===== src/rtl/ps2_host_tx.sv =====
`default_nettype none
`timescale 1ns/1ps
// ============================================================================
// Module   : ps2_host_tx
// Function : Host-to-device PS/2 command transmitter (open-collector oe style)
// Revision : 1.0  initial release
// ============================================================================
module ps2_host_tx #(
   parameter int INHIBIT_CYCLES = 5000,
   parameter int SETUP_CYCLES   = 50,
   parameter int TIMEOUT_CYCLES = 750000
) (
   input  logic       clk,
   input  logic       rst,
   input  logic [7:0] tx_data,
   input  logic       tx_valid,
   input  logic       ps2_clk_in,
   input  logic       ps2_data_in,
   output logic       ps2_clk_oe,
   output logic       ps2_data_oe,
   output logic       tx_ready,
   output logic       busy,
   output logic       tx_done,
   output logic       tx_error
);

   localparam int c_INH_W = (INHIBIT_CYCLES > 1) ? $clog2(INHIBIT_CYCLES) : 1;
   localparam int c_SET_W = (SETUP_CYCLES   > 1) ? $clog2(SETUP_CYCLES)   : 1;
   localparam int c_TO_W  = (TIMEOUT_CYCLES > 1) ? $clog2(TIMEOUT_CYCLES) : 1;

   localparam logic [c_INH_W-1:0] c_INH_LAST = c_INH_W'(INHIBIT_CYCLES - 1);
   localparam logic [c_SET_W-1:0] c_SET_LAST = c_SET_W'(SETUP_CYCLES - 1);
   localparam logic [c_TO_W-1:0]  c_TO_LAST  = c_TO_W'(TIMEOUT_CYCLES - 1);

   typedef enum logic [2:0] {
      S_IDLE      = 3'd0,
      S_INHIBIT   = 3'd1,
      S_START     = 3'd2,
      S_XMIT      = 3'd3,
      S_ACK       = 3'd4,
      S_WAIT_IDLE = 3'd5
   } state_t;

   state_t               r_state;
   logic [1:0]           r_clk_sync;
   logic [1:0]           r_data_sync;
   logic                 r_clk_prev;
   logic [9:0]           r_frame;
   logic [3:0]           r_bitcnt;
   logic [c_INH_W-1:0]   r_inh_cnt;
   logic [c_SET_W-1:0]   r_set_cnt;
   logic [c_TO_W-1:0]    r_to_cnt;
   logic                 r_clk_oe;
   logic                 r_data_oe;
   logic                 r_ready;
   logic                 r_done;
   logic                 r_error;

   logic                 w_clk_s;
   logic                 w_data_s;
   logic                 w_clk_fall;
   logic                 w_timeout;

   // Synchronizers preset high so reset never looks like bus activity
   always_ff @(posedge clk) begin
      if (rst) begin
         r_clk_sync  <= 2'b11;
         r_data_sync <= 2'b11;
         r_clk_prev  <= 1'b1;
      end else begin
         r_clk_sync  <= {r_clk_sync[0], ps2_clk_in};
         r_data_sync <= {r_data_sync[0], ps2_data_in};
         r_clk_prev  <= r_clk_sync[1];
      end
   end

   assign w_clk_s    = r_clk_sync[1];
   assign w_data_s   = r_data_sync[1];
   assign w_clk_fall = r_clk_prev & ~w_clk_s;
   assign w_timeout  = (r_to_cnt == c_TO_LAST);

   always_ff @(posedge clk) begin
      if (rst) begin
         r_state   <= S_IDLE;
         r_clk_oe  <= 1'b0;
         r_data_oe <= 1'b0;
         r_ready   <= 1'b1;
         r_done    <= 1'b0;
         r_error   <= 1'b0;
         r_frame   <= '0;
         r_bitcnt  <= '0;
         r_inh_cnt <= '0;
         r_set_cnt <= '0;
         r_to_cnt  <= '0;
      end else begin
         r_done  <= 1'b0;
         r_error <= 1'b0;
         case (r_state)
            S_IDLE: begin
               r_clk_oe  <= 1'b0;
               r_data_oe <= 1'b0;
               r_ready   <= 1'b1;
               if (tx_valid && r_ready) begin
                  r_ready   <= 1'b0;
                  r_frame   <= {1'b1, ~^tx_data, tx_data};
                  r_inh_cnt <= '0;
                  r_clk_oe  <= 1'b1;
                  r_state   <= S_INHIBIT;
               end
            end
            S_INHIBIT: begin
               if (r_inh_cnt == c_INH_LAST) begin
                  r_data_oe <= 1'b1;
                  r_set_cnt <= '0;
                  r_state   <= S_START;
               end else begin
                  r_inh_cnt <= r_inh_cnt + 1'b1;
               end
            end
            S_START: begin
               if (r_set_cnt == c_SET_LAST) begin
                  r_clk_oe <= 1'b0;
                  r_bitcnt <= '0;
                  r_to_cnt <= '0;
                  r_state  <= S_XMIT;
               end else begin
                  r_set_cnt <= r_set_cnt + 1'b1;
               end
            end
            S_XMIT: begin
               if (w_timeout) begin
                  r_clk_oe  <= 1'b0;
                  r_data_oe <= 1'b0;
                  r_done    <= 1'b1;
                  r_error   <= 1'b1;
                  r_state   <= S_IDLE;
               end else begin
                  r_to_cnt <= r_to_cnt + 1'b1;
                  // Device samples on its rising edge; we change data while it is low
                  if (w_clk_fall) begin
                     r_data_oe <= ~r_frame[r_bitcnt];
                     r_bitcnt  <= r_bitcnt + 4'd1;
                     if (r_bitcnt == 4'd9) begin
                        r_state <= S_ACK;
                     end
                  end
               end
            end
            S_ACK: begin
               if (w_timeout) begin
                  r_data_oe <= 1'b0;
                  r_done    <= 1'b1;
                  r_error   <= 1'b1;
                  r_state   <= S_IDLE;
               end else begin
                  r_to_cnt <= r_to_cnt + 1'b1;
                  if (w_clk_fall) begin
                     if (!w_data_s) begin
                        r_state <= S_WAIT_IDLE;
                     end else begin
                        r_done  <= 1'b1;
                        r_error <= 1'b1;
                        r_state <= S_IDLE;
                     end
                  end
               end
            end
            S_WAIT_IDLE: begin
               r_clk_oe  <= 1'b0;
               r_data_oe <= 1'b0;
               if (w_timeout) begin
                  r_done  <= 1'b1;
                  r_error <= 1'b1;
                  r_state <= S_IDLE;
               end else begin
                  r_to_cnt <= r_to_cnt + 1'b1;
                  if (w_clk_s && w_data_s) begin
                     r_done  <= 1'b1;
                     r_state <= S_IDLE;
                  end
               end
            end
            default: begin
               r_clk_oe  <= 1'b0;
               r_data_oe <= 1'b0;
               r_state   <= S_IDLE;
            end
         endcase
      end
   end

   assign ps2_clk_oe  = r_clk_oe;
   assign ps2_data_oe = r_data_oe;
   assign tx_ready    = r_ready;
   assign busy        = ~r_ready;
   assign tx_done     = r_done;
   assign tx_error    = r_error;

endmodule
`default_nettype wire

===== config.mk =====
export PLATFORM = sky130hd
export DESIGN_NAME = ps2_host_tx
export DESIGN_NICKNAME = d
export VERILOG_FILES = /design/src/rtl/ps2_host_tx.sv
export SDC_FILE = /design/constraint.sdc
export NUM_CORES = 1
export LEC_CHECK = 0
export CORE_MARGIN = 5
export CORE_UTILIZATION = 35
export DETAILED_ROUTE_END_ITERATION = 8
export PLACE_DENSITY = 0.58
export SLEW_MARGIN = 20
export SYNTH_ARGS = -nofsm -noshare
export SYNTH_HDL_FRONTEND = slang
export SYNTH_SLANG_ARGS = --single-unit

===== constraint.sdc =====
create_clock -name clk -period 4.25 [get_ports clk]
set_input_delay 0.85 -clock clk [delete_from_list [all_inputs] [get_ports clk]]
set_output_delay 0.85 -clock clk [all_outputs]
set_load 0.01 [all_outputs]

==> metrics, run 1 <==
die span in y approximately 110 um; ys async rst share 0%; synthesized area per cell ~8 um^2; Cells after DPL around 560; Synth Flop Type dfxtp_1; RSZ-0062 raised after global routing false; routed len/inst ~14 um; reg2reg path depth 5; fillers 985; Mapped Nets about 450; via count 3126; synth-to-layout area growth 12.7%; Critical Path RT 4.53 ns; CTS root buf clkbuf_8; Detailed Place HPWL 5.78 mm; largest net degree at the start of global routing 22; post-cts gate resize count 0; Layout Cells excl Fill around 570; number of max-cap violations 0; Hold EP r_data_sync[1]$_SDFF_PP1_; launching point of the worst reg2reg path r_state[0]$_SDFFE_PP0P_; min-delay src r_data_sync[0]$_SDFF_PP1_; setup_tns 0 ns; CP max stage delay roughly 0.76 ns; Vias per Instance 5.45; worst slew pin tran 0.734 ns; die width ~110 um; hold_buf cts 0; CP Launch Point r_state[0]$_SDFFE_PP0P_; Final min period about 2.4 ns; vias in the first global route 2988; startpoint types flip-flop; global route total overflow 0; reg-to-reg endpoint r_inh_cnt[11]$_SDFFE_PP0P_; Yosys cell types 64; VDD IR max 0.161 mV; period utilization between 50% and 60%; Post-CTS Setup Inserts 0; Routed Antenna Nets 0; Initial Util around 36%; worst clock skew ~0.008 ns; Initial DRC Count approximately 220; post-synthesis sequential area ratio ~38%; maximum buffer depth of the clock tree 2; clk_lat worst skew between 0.3 and 0.4 ns; Gate Count Post-Synth approximately 430; Mapped Area about 0.0035 mm^2; DRC viols 0; GPL Wtd Cong around 0.82; final setup vio count 0; endpoints failing hold 0; Total Die Area approximately 0.012 mm^2; critical path arrival 2.68 ns; R2R Setup Slk 1.85 ns; Tot GR Track Use between 10% and 20%; CTS tree yes; area of the core slightly below 0.01 mm^2; Slew headroom roughly half; TritonCTS Buffers 9; #FFs+latches synth 66; Ports 19; leakage around 1.3 nW; Cell Chain, Critical Path inv_1 > nor3_4 > a21oi_2 > or4_1 > a21oi_1; ant diodes 0; clk sinks 66; buffers added on ports 18; crit path capture type flip-flop; final-stage net count ~460; Setup Crit Path Kind flip-flop to flip-flop; Crit-path slowest cell dfxtp_1; CP delay by family, top simple AND/OR/NAND/NOR gates; row count 36; Total Routed Length 8.19 mm; status complete, no violations; initial antenna violation count 0; Synth warnings 0; CP max FO 20; EDFF count, synth 0; first-pass GRT wire length between 10 and 15 mm; Max Fclk 416 MHz; Worst Hold Depth 1; H-Tree Depth 3; HP Class flip-flop to flip-flop; Buf+Inv Stages, Crit Path 1; pwr dens about 370 mW/mm^2; 1st-pass router iterations 5; layout cells sized above 1 under 10%; Max Slew Vio Count 0; clk slew on worst S/H paths 0.07 ns
-- Yosys cell counts, types with 7 or more instances --
cell type  count  share of area, %
dfxtp_1       66                38
nand2_1       45               4.8
a21oi_1       44               6.3
nor2_1        34               3.6
nand3_1       23               3.3
o21ai_0       21               3.0
inv_1         14               1.5
xnor2_1       13               3.3
o31ai_1       12               2.6
clkbuf_1      11               1.2
or4_1         11               2.4
and3_1        10               1.8
or3_1         10               1.8
nand2b_1       7               1.2
nand4_1        7               1.2
-- final cells by class --
cell class	count	area [um^2]	area share (%)
multi-input cells	326	2030	51.4
flip-flops and latches	66	1320	33.5
repair buffers	20	195	4.94
well taps	133	166	4.21
clock buffers	12	145	3.68
inverters	14	52.6	1.33
clock inverters	3	40.0	1.01
-- stage by stage --
| stage | hold slack (ns) | area, um^2 | total power [mW] | util [%] | setup WS [ns] |
|---|---|---|---|---|---|
| after floorplan | 0.389 | 3500 | 0.883 | - | 2.32 |
| after global placement | 0.391 | 3760 | 0.958 | 38.5 | 1.54 |
| after detailed placement | 0.397 | 3760 | 0.961 | 38.5 | 1.48 |
| after CTS | 0.414 | 3950 | 1.48 | 40.4 | 1.85 |
| after global routing | 0.420 | 3950 | 1.55 | 40.4 | 1.64 |
| final | 0.412 | 3950 | 1.47 | 40.4 | 1.85 |
-- cells by family (layout without fill, tap and decap cells) --
logic type / Yosys count / after routing / share of synthesized area [%]
muxes: 9 / 9 / 3.04
adders and majority gates: 6 / 6 / 2.14
buffers and inverters: 34 / 49 / 4.39
DFF: 66 / 66 / 37.7
xor gates and xnor gates: 16 / 16 / 4.00
AOI/OAI and AO/OA: 110 / 110 / 19.8
and+or+nand+nor: 185 / 185 / 29.0
-- per-layer routing --
| metal | vias up | share of wire, % | global-route usage [%] |
|---|---|---|---|
| li1 | 1570 | - | - |
| met2 | 58 | 47 | 24.0 |
| met1 | 1484 | 47 | 18.8 |
| met4 | 0 | 2.5 | 7.57 |
| met3 | 14 | 3.4 | 2.74 |
| met5 | - | 0 | 0 |
-- power breakdown --
| part | internal [mW] | leakage (nW) | switching, mW |
|---|---|---|---|
| combinational | 0.110 | 0.685 | 0.141 |
| clock | 0.282 | 0.0962 | 0.238 |
| sequential | 0.654 | 0.535 | 0.0404 |
-- sequential cells by signal, indices dropped and copies added, names as in the netlist --
name	cells
r_clk_prev	1
r_state	3
tx_done	1
r_set_cnt	6
r_clk_sync	2
tx_ready	1
ps2_data_oe	1
r_bitcnt	4
tx_error	1
ps2_clk_oe	1
r_data_sync	2
r_inh_cnt	13
r_frame	10
r_to_cnt	20
-- cell usage in the layout, fill, tap and decap left out, drive strengths merged, types with 10 or more instances in the layout --
cell type and instances:
nand3 23, or3 10, or4 11, nor2 34
a21oi 46, and3 10, dfxtp 66, clkbuf 12
clkdlybuf4s50 18, o21ai 23, o31ai 12, inv 14
nand2 45, xnor2 13
-- how the worst max path moves through the flow --
stage / cells after the start / endpoint
3_3_place_gp: 5 / r_bitcnt[2]$_SDFFE_PP0P_
5_1_grt: 5 / r_bitcnt[2]$_SDFFE_PP0P_
6_report: 5 / r_inh_cnt[11]$_SDFFE_PP0P_
4_1_cts: 5 / r_bitcnt[2]$_SDFFE_PP0P_
3_5_place_dp: 5 / r_bitcnt[2]$_SDFFE_PP0P_
2_1_floorplan: 6 / r_inh_cnt[11]$_SDFFE_PP0P_
No activity file was read; power rests on OpenSTA's default activity.
==> run 2: changes to the inputs <==
==> constraint.sdc (replaced) <==
create_clock -name clk -period 2.4 [get_ports clk]
set_input_delay 0.48 -clock clk [delete_from_list [all_inputs] [get_ports clk]]
set_output_delay 0.48 -clock clk [all_outputs]
set_load 0.01 [all_outputs]
==> run 2 against run 1 <==
Final cell count up 1.9%; critical path depth increased by 1; register-to-register slack got worse by 1.6 ns; via count increased by 0.51%; routed wire length shrank 1.7%; critical path type unchanged; largest power group unchanged; highest routed layer unchanged.
==> metrics, run 2 (same netlist as run 1, synthesis figures left out) <==
commonest non-fill, non-tap cell in the layout dfxtp_1 (unchanged); Slew headroom 65.5% (was 50.9%); status complete, no violations (unchanged); initial antenna violation count 0 (unchanged); Vias per Instance 5.37 (was 5.45); number of max-cap violations 0 (unchanged); final setup margin 0.238 ns (was 1.85 ns); ant diodes 0 (unchanged); Detailed Place HPWL 5.73 mm (was 5.78 mm); Setup Crit Path Kind flip-flop to flip-flop (unchanged); crit path capture type flip-flop (unchanged); hold_buf cts 0 (unchanged); row count 36 (unchanged); GR Util met3 3.26% (was 2.74%); internal power 1.99 mW (was 1.05 mW); combinational power share 17.8% (was 17.1%); most frequent cells in the layout dfxtp_1, nand2_1, a21oi_1, nor2_1, nand3_1 (unchanged); leakage 1.37 nW (was 1.32 nW); Top Registers r_to_cnt: 20 flops, r_inh_cnt: 13 flops, r_frame: 10 flops (unchanged); largest net degree at the start of global routing 22 (unchanged); Routed Antenna Nets 0 (unchanged); HP Class flip-flop to flip-flop (unchanged); met2 GRT Util 22.6% (was 24.0%); clk slew on worst S/H paths 0.07 ns (about the same); RSZ-0062 raised after global routing false (unchanged); buffers added on ports 18 (unchanged); period utilization 90.1% (was 56.5%); register share of total power 44.6% (was 47.4%); Top reg by flops r_to_cnt (unchanged); first-pass GRT wire length 14.0 mm (was 14.1 mm); power share of the clock group 37.6% (was 35.5%); clk sinks 66 (unchanged); DRC viols 0 (unchanged); maximum buffer depth of the clock tree 2 (unchanged); Initial Util 35.8% (unchanged); startpoint types flip-flop (unchanged); VDD IR max 0.265 mV (was 0.161 mV); Max Fclk 463 MHz (was 416 MHz); final setup vio count 0 (unchanged); clk_lat worst skew 0.35 ns (about the same); GPL Wtd Cong 0.850 (was 0.824); Max Slew Vio Count 0 (unchanged); critical path arrival 2.44 ns (was 2.68 ns); busiest grt layer met2 (unchanged); setup_tns 0 ns (unchanged); Tot GR Track Use 14.4% (was 14.8%); Total Routed Length 8.05 mm (was 8.19 mm); design area 0.00405 mm^2 (was 0.00395 mm^2); worst slew pin tran 0.510 ns (was 0.734 ns); routed len/inst 13.8 um (was 14.3 um); Ports 19 (unchanged); pwr dens 674 mW/mm^2 (was 371 mW/mm^2); endpoints failing hold 0 (unchanged); worst slack at placement 0.193 ns (was 1.48 ns); die width 110 um (unchanged); Final min period 2.16 ns (was 2.40 ns); CTS tree yes (unchanged); via count 3142 (was 3126); global route total overflow 0 (unchanged); CTS root buf clkbuf_8 (unchanged); area of the core 0.00977 mm^2 (unchanged); max reg flops 20 (unchanged); die span in y 110 um (unchanged); Psw 0.739 mW (was 0.420 mW); worst clock skew 0.0144 ns (was 0.00810 ns); Total Die Area 0.0121 mm^2 (unchanged); final-stage net count 466 (was 456); 1st-pass router iterations 4 (was 5); TritonCTS Buffers 9 (unchanged); Initial DRC Count 240 (was 222); H-Tree Depth 3 (unchanged); vias in the first global route 2948 (was 2988); Layout Cells excl Fill 585 (was 574); synth-to-layout area growth 15.7% (was 12.7%); Critical Path RT 2.68 ns (was 4.53 ns); Sw Share 27.1% (was 28.6%); CP max FO 21 (was 20); Final Core Density 41.5% (was 40.4%); GR met1 Demand/Resource 19.5% (was 18.8%); DP Area 0.00384 mm^2 (was 0.00376 mm^2); layout cells sized above 1 10.4% (was 8.39%); Cells after DPL 569 (was 559)
run 2: cell count changes in the layout (fill, tap and decap cells not counted), sizes merged:
cell    change
clkinv      -2
buf        +10
clkbuf      +2
bufinv      +1
run 2: timing repair:
action | CTS | global route
gates resized for setup | 0 | 1
setup endpoints to repair | 0 | 9
buffers inserted | 0 | 0
run 2: worst paths after layout:
check / startpoint / endpoint / slack (ns) / cells after the start
max reg2reg: r_set_cnt[0]$_SDFFE_PP0P_ / r_to_cnt[7]$_SDFFE_PP0P_ / 0.24 / 6
min: r_data_sync[0]$_SDFF_PP1_ / r_data_sync[1]$_SDFF_PP1_ / 0.41 / 1
max: r_set_cnt[0]$_SDFFE_PP0P_ / r_to_cnt[7]$_SDFFE_PP0P_ / 0.24 / 6
min reg2reg: r_data_sync[0]$_SDFF_PP1_ / r_data_sync[1]$_SDFF_PP1_ / 0.41 / 1
run 2: metal layers:
metal  up-vias  wire, um
li1       1605         -
met1      1493      4020
met2        40      3750
met3         4       228
met4         0        59
met5         -         0
run 2: cell type report:
class | instances | area (um^2)
Clock buffer | 14 | 153
Timing Repair Buffer | 30 | 270
Clock inverter | 2 | 60.1
Fill cell | 1011 | 5720
Tap cell | 133 | 166
Sequential cell | 66 | 1320
Inverter | 14 | 52.6
Multi-Input combinational cell | 326 | 2030
run 2: critical path, stage by stage (launching register included):
cell and delay (ns):
dfxtp_1 0.40, ha_1 0.18, and4b_1 0.36, a21oi_2 0.11
o21a_2 0.34, or4_1 0.56, a21oi_1 0.15
run 2: per-stage QoR:
| stage | total power [mW] | hold WS (ns) |
|---|---|---|
| 2_1_floorplan | 1.56 | 0.389 |
| 3_3_place_gp | 1.73 | 0.394 |
| 3_5_place_dp | 1.73 | 0.397 |
| 4_1_cts | 2.77 | 0.414 |
| 5_1_grt | 2.88 | 0.444 |
| 6_report | 2.73 | 0.411 |
run 2: power by group through the flow:
| stage | Clock [mW] | Combinational, mW | Sequential (mW) |
|---|---|---|---|
| 2_1_floorplan | 0 | 0.342 | 1.22 |
| 3_3_place_gp | 0 | 0.485 | 1.24 |
| 3_5_place_dp | 0 | 0.490 | 1.24 |
| 4_1_cts | 1.06 | 0.491 | 1.22 |
| 5_1_grt | 1.11 | 0.545 | 1.23 |
| 6_report | 1.03 | 0.487 | 1.22 |
